### src/rtl/ctrl_seq_pkg.sv
// -----------------------------------------------------------------------------
// ctrl_seq_pkg
// Shared types and constants for the control-loop sequencer.
//   seq_state_e : sequencer FSM encoding
//   GAIN_*      : slice indices into the packed {vel_p,vel_i,cur_p,cur_i} gain set
//   mag19       : sign-magnitude helper for the overcurrent check
// -----------------------------------------------------------------------------
package ctrl_seq_pkg;

  typedef enum logic [2:0] {
    ST_IDLE,
    ST_SAMPLE,
    ST_COMMIT,
    ST_STEP,
    ST_WAIT
  } seq_state_e;

  localparam int GAIN_W     = 18;
  localparam int GAIN_VEL_P = 3;
  localparam int GAIN_VEL_I = 2;
  localparam int GAIN_CUR_P = 1;
  localparam int GAIN_CUR_I = 0;
  localparam int GAINS_W    = 4 * GAIN_W;

  // |v| one bit wider than v so the most negative sample (-2^17) maps to
  // +2^17 instead of wrapping back to itself.
  function automatic logic [GAIN_W:0] mag19(input logic [GAIN_W-1:0] v);
    logic [GAIN_W:0] ext;
    ext = {v[GAIN_W-1], v};
    return v[GAIN_W-1] ? (~ext + 19'd1) : ext;
  endfunction

endpackage

### src/rtl/controller_loop_sequencer_if.sv
// -----------------------------------------------------------------------------
// controller_loop_sequencer_if
// Bundles the AXI-register / ADC side signals of the sequencer.
//   master : AXI register bank + ADC (drives requests and samples)
//   slave  : controller_loop_sequencer
// -----------------------------------------------------------------------------
interface controller_loop_sequencer_if;
  import ctrl_seq_pkg::*;

  logic               enable;
  logic               adc_done;
  logic [GAIN_W-1:0]  adc_current_0;
  logic [GAIN_W-1:0]  adc_current_1;
  logic [GAINS_W-1:0] cfg_gains_in;
  logic               cfg_update_req;
  logic               err_clear;

  logic               adc_start;
  logic [GAIN_W-1:0]  phase_current_a;
  logic [GAIN_W-1:0]  phase_current_b;
  logic [GAINS_W-1:0] gains_out;
  logic               cfg_update_ack;
  logic               clk_enable_2000;
  logic               inverter_enable;
  logic               overcurrent_error;
  logic               adc_timeout_error;

  modport master (
    output enable, adc_done, adc_current_0, adc_current_1,
           cfg_gains_in, cfg_update_req, err_clear,
    input  adc_start, phase_current_a, phase_current_b, gains_out,
           cfg_update_ack, clk_enable_2000, inverter_enable,
           overcurrent_error, adc_timeout_error
  );

  modport slave (
    input  enable, adc_done, adc_current_0, adc_current_1,
           cfg_gains_in, cfg_update_req, err_clear,
    output adc_start, phase_current_a, phase_current_b, gains_out,
           cfg_update_ack, clk_enable_2000, inverter_enable,
           overcurrent_error, adc_timeout_error
  );

endinterface

### src/rtl/controller_period_timer.sv
// -----------------------------------------------------------------------------
// controller_period_timer
// Control-period counter: counts 0..CLK_DIV-1 while run is high and wraps,
// held at 0 while run is low so every run starts a fresh period.
//   clk_in      : clock
//   reset       : synchronous, active-high
//   run         : count enable (sequencer active)
//   period_tick : high on the last cycle of the period
// -----------------------------------------------------------------------------
module controller_period_timer #(
  parameter int unsigned CLK_DIV = 50000
) (
  input  logic clk_in,
  input  logic reset,
  input  logic run,
  output logic period_tick
);

  localparam int CW = $clog2(CLK_DIV);
  localparam logic [CW-1:0] LAST = CW'(CLK_DIV - 1);

  logic [CW-1:0] cnt_q;

  always_ff @(posedge clk_in) begin
    if (reset || !run) begin
      cnt_q <= '0;
    end else if (cnt_q == LAST) begin
      cnt_q <= '0;
    end else begin
      cnt_q <= cnt_q + CW'(1);
    end
  end

  assign period_tick = run && (cnt_q == LAST);

endmodule

### src/rtl/controller_loop_sequencer.sv
// -----------------------------------------------------------------------------
// controller_loop_sequencer
// Sequences one control period: ADC sample handshake, period-boundary gain
// commit, sticky fault latches and the per-period step strobe.
//   clk_in : clock
//   reset  : synchronous, active-high
//   bus    : AXI/ADC side signals (controller_loop_sequencer_if.slave)
//
// state  | meaning
// IDLE   | loop stopped, counter held at 0
// SAMPLE | adc_start high, waiting for adc_done or timeout
// COMMIT | apply pending gain update, overcurrent check on latched sample
// STEP   | clk_enable_2000 strobe cycle
// WAIT   | wait for end of control period
// -----------------------------------------------------------------------------
module controller_loop_sequencer
  import ctrl_seq_pkg::*;
#(
  parameter int unsigned       CLK_DIV     = 50000,
  parameter int unsigned       ADC_TIMEOUT = 256,
  parameter logic [GAIN_W-1:0] OC_LIMIT    = 18'd100000
) (
  input  logic                        clk_in,
  input  logic                        reset,
  controller_loop_sequencer_if.slave  bus
);

  localparam int TW = $clog2(ADC_TIMEOUT + 1);
  localparam logic [TW-1:0]   TMO_LOAD = TW'(ADC_TIMEOUT - 1);
  localparam logic [GAIN_W:0] OC_LIM19 = {1'b0, OC_LIMIT};

  seq_state_e         state_q;
  logic [TW-1:0]      tmo_q;
  logic               adc_start_q;
  logic [GAIN_W-1:0]  pha_q;
  logic [GAIN_W-1:0]  phb_q;
  logic [GAINS_W-1:0] gains_q;
  logic               ack_q;
  logic               strobe_q;
  logic               inv_q;
  logic               oc_err_q;
  logic               to_err_q;
  logic               pending_q;

  logic run;
  logic period_tick;

  // Dropping enable zeroes the counter on the same edge the FSM returns to
  // IDLE, so a re-enable always begins at count 0.
  assign run = bus.enable && (state_q != ST_IDLE);

  controller_period_timer #(.CLK_DIV(CLK_DIV)) u_timer (
    .clk_in      (clk_in),
    .reset       (reset),
    .run         (run),
    .period_tick (period_tick)
  );

  always_ff @(posedge clk_in) begin
    if (reset) begin
      state_q     <= ST_IDLE;
      tmo_q       <= '0;
      adc_start_q <= 1'b0;
      pha_q       <= '0;
      phb_q       <= '0;
      gains_q     <= '0;
      ack_q       <= 1'b0;
      strobe_q    <= 1'b0;
      inv_q       <= 1'b0;
      oc_err_q    <= 1'b0;
      to_err_q    <= 1'b0;
      pending_q   <= 1'b0;
    end else begin
      ack_q    <= 1'b0;
      strobe_q <= 1'b0;
      inv_q    <= bus.enable & ~oc_err_q & ~to_err_q & (state_q != ST_IDLE);

      // Clears and request capture come first; a fault set or a commit later
      // in this block overrides them on the same edge.
      if (bus.err_clear) begin
        oc_err_q <= 1'b0;
        to_err_q <= 1'b0;
      end
      if (bus.cfg_update_req) pending_q <= 1'b1;

      if (!bus.enable) begin
        state_q     <= ST_IDLE;
        adc_start_q <= 1'b0;
      end else begin
        case (state_q)
          ST_IDLE: begin
            state_q     <= ST_SAMPLE;
            adc_start_q <= 1'b1;
            tmo_q       <= TMO_LOAD;
          end
          ST_SAMPLE: begin
            if (bus.adc_done) begin
              pha_q       <= bus.adc_current_0;
              phb_q       <= bus.adc_current_1;
              adc_start_q <= 1'b0;
              state_q     <= ST_COMMIT;
            end else if (tmo_q == '0) begin
              to_err_q    <= 1'b1;
              adc_start_q <= 1'b0;
              state_q     <= ST_COMMIT;
            end else begin
              tmo_q <= tmo_q - TW'(1);
            end
          end
          ST_COMMIT: begin
            if (pending_q || bus.cfg_update_req) begin
              gains_q[GAIN_VEL_P*GAIN_W +: GAIN_W] <= bus.cfg_gains_in[GAIN_VEL_P*GAIN_W +: GAIN_W];
              gains_q[GAIN_VEL_I*GAIN_W +: GAIN_W] <= bus.cfg_gains_in[GAIN_VEL_I*GAIN_W +: GAIN_W];
              gains_q[GAIN_CUR_P*GAIN_W +: GAIN_W] <= bus.cfg_gains_in[GAIN_CUR_P*GAIN_W +: GAIN_W];
              gains_q[GAIN_CUR_I*GAIN_W +: GAIN_W] <= bus.cfg_gains_in[GAIN_CUR_I*GAIN_W +: GAIN_W];
              ack_q     <= 1'b1;
              pending_q <= 1'b0;
            end
            if ((mag19(pha_q) > OC_LIM19) || (mag19(phb_q) > OC_LIM19)) begin
              oc_err_q <= 1'b1;
            end
            strobe_q <= 1'b1;
            state_q  <= ST_STEP;
          end
          ST_STEP: begin
            state_q <= ST_WAIT;
          end
          ST_WAIT: begin
            if (period_tick) begin
              state_q     <= ST_SAMPLE;
              adc_start_q <= 1'b1;
              tmo_q       <= TMO_LOAD;
            end
          end
          default: begin
            state_q     <= ST_IDLE;
            adc_start_q <= 1'b0;
          end
        endcase
      end
    end
  end

  assign bus.adc_start         = adc_start_q;
  assign bus.phase_current_a   = pha_q;
  assign bus.phase_current_b   = phb_q;
  assign bus.gains_out         = gains_q;
  assign bus.cfg_update_ack    = ack_q;
  assign bus.clk_enable_2000   = strobe_q;
  assign bus.inverter_enable   = inv_q;
  assign bus.overcurrent_error = oc_err_q;
  assign bus.adc_timeout_error = to_err_q;

endmodule
### src/flat_wrapper.sv
// flat-port wrapper written by rule: the top's interface ports become plain ports
module controller_loop_sequencer_flat import ctrl_seq_pkg::*;
#(
  parameter int unsigned       CLK_DIV     = 50000,
  parameter int unsigned       ADC_TIMEOUT = 256,
  parameter logic [GAIN_W-1:0] OC_LIMIT    = 18'd100000
)
  (clk_in, reset, bus_enable, bus_adc_done, bus_adc_current_0, bus_adc_current_1, bus_cfg_gains_in, bus_cfg_update_req, bus_err_clear, bus_adc_start, bus_phase_current_a, bus_phase_current_b, bus_gains_out, bus_cfg_update_ack, bus_clk_enable_2000, bus_inverter_enable, bus_overcurrent_error, bus_adc_timeout_error);
  controller_loop_sequencer_if bus_i ();
  input  logic clk_in;
  input  logic reset;
  input wire logic [$bits(bus_i.enable)-1:0] bus_enable;
  input wire logic [$bits(bus_i.adc_done)-1:0] bus_adc_done;
  input wire logic [$bits(bus_i.adc_current_0)-1:0] bus_adc_current_0;
  input wire logic [$bits(bus_i.adc_current_1)-1:0] bus_adc_current_1;
  input wire logic [$bits(bus_i.cfg_gains_in)-1:0] bus_cfg_gains_in;
  input wire logic [$bits(bus_i.cfg_update_req)-1:0] bus_cfg_update_req;
  input wire logic [$bits(bus_i.err_clear)-1:0] bus_err_clear;
  output wire logic [$bits(bus_i.adc_start)-1:0] bus_adc_start;
  output wire logic [$bits(bus_i.phase_current_a)-1:0] bus_phase_current_a;
  output wire logic [$bits(bus_i.phase_current_b)-1:0] bus_phase_current_b;
  output wire logic [$bits(bus_i.gains_out)-1:0] bus_gains_out;
  output wire logic [$bits(bus_i.cfg_update_ack)-1:0] bus_cfg_update_ack;
  output wire logic [$bits(bus_i.clk_enable_2000)-1:0] bus_clk_enable_2000;
  output wire logic [$bits(bus_i.inverter_enable)-1:0] bus_inverter_enable;
  output wire logic [$bits(bus_i.overcurrent_error)-1:0] bus_overcurrent_error;
  output wire logic [$bits(bus_i.adc_timeout_error)-1:0] bus_adc_timeout_error;
  assign bus_i.enable = bus_enable;
  assign bus_i.adc_done = bus_adc_done;
  assign bus_i.adc_current_0 = bus_adc_current_0;
  assign bus_i.adc_current_1 = bus_adc_current_1;
  assign bus_i.cfg_gains_in = bus_cfg_gains_in;
  assign bus_i.cfg_update_req = bus_cfg_update_req;
  assign bus_i.err_clear = bus_err_clear;
  assign bus_adc_start = bus_i.adc_start;
  assign bus_phase_current_a = bus_i.phase_current_a;
  assign bus_phase_current_b = bus_i.phase_current_b;
  assign bus_gains_out = bus_i.gains_out;
  assign bus_cfg_update_ack = bus_i.cfg_update_ack;
  assign bus_clk_enable_2000 = bus_i.clk_enable_2000;
  assign bus_inverter_enable = bus_i.inverter_enable;
  assign bus_overcurrent_error = bus_i.overcurrent_error;
  assign bus_adc_timeout_error = bus_i.adc_timeout_error;
  controller_loop_sequencer #(.CLK_DIV(CLK_DIV), .ADC_TIMEOUT(ADC_TIMEOUT), .OC_LIMIT(OC_LIMIT)) u_core (.clk_in(clk_in), .reset(reset), .bus(bus_i));
endmodule
### config.mk
export PLATFORM = sky130hd
export DESIGN_NAME = controller_loop_sequencer_flat
export DESIGN_NICKNAME = d
export VERILOG_FILES = /design/src/rtl/ctrl_seq_pkg.sv /design/src/rtl/controller_loop_sequencer_if.sv /design/src/rtl/controller_period_timer.sv /design/src/rtl/controller_loop_sequencer.sv /design/src/flat_wrapper.sv
export SDC_FILE = /design/constraint.sdc
export NUM_CORES = 1
export LEC_CHECK = 0
export ABC_CLOCK_PERIOD_IN_PS = 3800
export BUFFER_PORTS_ARGS = -buffer_cell sky130_fd_sc_hd__buf_2
export CAP_MARGIN = 20
export CORE_MARGIN = 5
export CORE_UTILIZATION = 43
export DETAILED_ROUTE_END_ITERATION = 8
export PLACE_DENSITY_LB_ADDON = 0.2
export SETUP_SLACK_MARGIN = 0.15
export SKIP_CTS_REPAIR_TIMING = 1
export SLEW_MARGIN = 20
export SYNTH_ARGS = -nofsm -noshare
export SYNTH_HDL_FRONTEND = slang
export SYNTH_SLANG_ARGS = --single-unit
### constraint.sdc
create_clock -name clk_in -period 3.8 [get_ports clk_in]
set_clock_uncertainty 0.1 [all_clocks]
set_input_delay 0.38 -clock clk_in [delete_from_list [all_inputs] [get_ports clk_in]]
set_output_delay 0.38 -clock clk_in [all_outputs]
set_load 0.01 [all_outputs]
==> out/summary.txt <==
fraction of registers with async set/reset -> 0
Wirelength per Cell -> 15.0 microns
initial antenna violation count -> 2
first-pass GRT wire length -> 29900 microns
FP Rows -> 44
Int Power -> 0.00257 W
largest family of logic cells by synthesized area -> simple AND/OR/NAND/NOR gates
Distinct cells, synth -> 64
Synth Area per Inst -> 7.63 sq um
TritonCTS clock tree -> yes
run status -> finished clean
Synth Register Bits -> 143
Synth Area in Compound Gates -> 0.192
Layout Nets -> 1155
DIE AREA -> 17500 sq um
YS warnings -> 0
Post-Synth Simple-Gate Area -> 0.281
post-synthesis mux area share -> 0.00486
crit path time final -> 3.01 ns
dominant synthesized flop cell -> dfxtp_1
Root Buffer -> clkbuf_16
Core Region -> 14600 sq um
Placed Area -> 7630 sq um
CTS Buf Count -> 17
CTS H-Tree Depth -> 4
Synth area leader -> dfxtp_1
fillers -> 1405
worst path required time -> 3.99 ns
max-slew violations -> 0
Sequential Power Share -> 0.458
Die Wd -> 132 microns
xor/xnor share of the synthesized area -> 0.0231
drt via density -> 5.27
Lkg Pwr -> 3.42 nW
post-route ant nets -> 0
RSZ-0062 raised after global routing -> false
Worst setup EP type -> flip-flop
synthesized net count -> 962
Post-synth EDFFs -> 0
commonest cells in the netlist -> nand2_1 (230), dfxtp_1 (143), a21oi_1 (131)
mapped cell area -> 6440 sq um
Tightest Pin Transition -> 0.853 ns
total track usage -> 0.205
Overflow after GRT -> 0
drc violations -> 0
WP data arrival -> 3.21 ns
Clk network pwr share -> 0.460
crit-path max FO -> 8
First-pass DRT Iterations -> 5
diode count -> 0
maximum VDD drop -> 0.360 mV
Synth-to-Final Area Change -> 27.1%
Worst-path clk slew -> 0.06 ns
Final GP Congestion -> 0.833
vias in the first global route -> 5876
P_sw -> 0.000839 W
slew margin rel. -> 0.431
HPWL Detailed -> 13100 microns
largest net degree at the start of global routing -> 79
WS Path Type -> reg -> reg
IO Count -> 228
synth top area cells -> dfxtp_1 (44%), nand2_1 (13%), a21oi_1 (10%), clkbuf_1 (3.2%), nor2_1 (2.6%)
total number of vias -> 6495
Finish-stage setup viols -> 0
hold crit path type -> in -> reg
Initial Util -> 0.441
clk buf depth -> 2
hold_ws -> 0.0924 ns
Adder-Cell Fraction of Synth Area -> 0.00777
final hold viol count -> 0
Syn Inst Count -> 844
register area share after synthesis -> 0.445
Logic pwr share -> 0.082
share of layout cells above drive strength 1 -> 0.262
initial DRC count -> 343
PwrDens -> 417 nW/um^2
final WL -> 18500 microns
maximum operating frequency -> 332 MHz
design area -> 8180 sq um
Clk Latency, worst-skew pair -> 0.42 ns
Setup crit start kind -> flip-flop
Sw Ratio -> 0.246
post-synth top area share -> 0.445
library cell with the highest instance count after synthesis -> nand2_1
post-layout util -> 0.561
Max Cap Viol -> 0
Setup TNS -> 0 ns
Sink Count -> 143
I/O Buffers -> 227
crit share post-route -> 0.792
Die Y -> 132 microns
==> worst paths after layout <==
check,from,cells after the start,endpoint,slack [ns]
max,u_core.bus.phase_current_a[1]$_SDFFE_PP0P_,9,u_core.bus.overcurrent_error$_SDFF_PP0_,0.79
min,bus_adc_current_0[8],3,u_core.bus.phase_current_a[8]$_SDFFE_PP0P_,0.09
max reg2reg,u_core.bus.phase_current_a[1]$_SDFFE_PP0P_,9,u_core.bus.overcurrent_error$_SDFF_PP0_,0.79
min reg2reg,u_core.u_timer.cnt_q[0]$_SDFF_PP0_,1,u_core.u_timer.cnt_q[0]$_SDFF_PP0_,0.34
==> routing by layer <==
layer / vias up / track usage / part of all wire
met4: 4 / 0.0605 / 0.015
met2: 211 / 0.329 / 0.47
met1: 2937 / 0.249 / 0.42
met5: - / 0 / 0.00076
li1: 3316 / - / -
met3: 27 / 0.0893 / 0.094
==> kinds of logic (layout without fill, tap and decap cells) <==
logic type               count (synthesis)  after routing
adder cells (fa/ha/maj)                  4              4
buffers and inverters                   74            279
AND/OR/NAND/NOR                        396            396
multiplexers                             3              3
flip-flops                             143            143
AO/OA/AOI/OAI                          207            207
XOR/XNOR                                17             17
==> layout make-up <==
cell class / instances / area (sq um) / share of cell area
clock buffers: 20 / 447 / 0.0546
clock inverters: 11 / 111 / 0.0136
inverters: 16 / 60.1 / 0.00734
multi-input cells: 627 / 3300 / 0.403
flip-flops and latches: 143 / 2860 / 0.350
well taps: 184 / 230 / 0.0281
repair buffers: 232 / 1180 / 0.144
==> sequential cells by signal, indices dropped and copies added, names as in the netlist, 3 cells and up <==
signal,flops
u_core.bus.gains_out,72
u_core.bus.phase_current_a,18
u_core.bus.phase_current_b,18
u_core.state_q,3
u_core.tmo_q,9
u_core.u_timer.cnt_q,16
==> cell usage in the layout, fill, tap and decap left out, drive strengths merged, types with 6 or more instances in the layout <==
master,n
inv,18
a31oi,6
buf,232
o21ai,16
nand2,230
clkbuf,20
nor4,15
nor3,21
nor2,45
dfxtp,143
xnor2,10
or3,9
nand2b,6
or4,8
nand3,14
and3,8
nor2b,6
xor2,7
a21oi,131
a311oi,7
==> power by group through the flow <==
stage | logic, W | clock network (W) | registers [W]
floorplan | 0.000172 | 0 | 0.00159
global placement | 0.000278 | 0 | 0.00159
detailed placement | 0.000279 | 0 | 0.00159
CTS | 0.000281 | 0.00161 | 0.00156
global route | 0.000316 | 0.00168 | 0.00156
finish | 0.000279 | 0.00157 | 0.00156
==> per-stage QoR <==
stage | instances | total power (W) | setup slack, ns
after floorplan | 844 | 0.00176 | 0.980
after global placement | 1202 | 0.00187 | 0.877
after detailed placement | 1202 | 0.00187 | 0.842
after CTS | 1233 | 0.00345 | 0.806
after global routing | 1233 | 0.00356 | 0.596
final | 1233 | 0.00341 | 0.789
==> critical path, cell delays in order, from the launching register on <==
cell	delay [ns]
dfxtp_1	0.37
inv_1	0.08
ha_1	0.26
or4b_4	0.57
nor4b_1	0.27
o211ai_1	0.14
a2111oi_2	0.34
or4b_1	0.48
a21oi_1	0.17
o211ai_1	0.10
No activity file was read; power rests on OpenSTA's default activity.
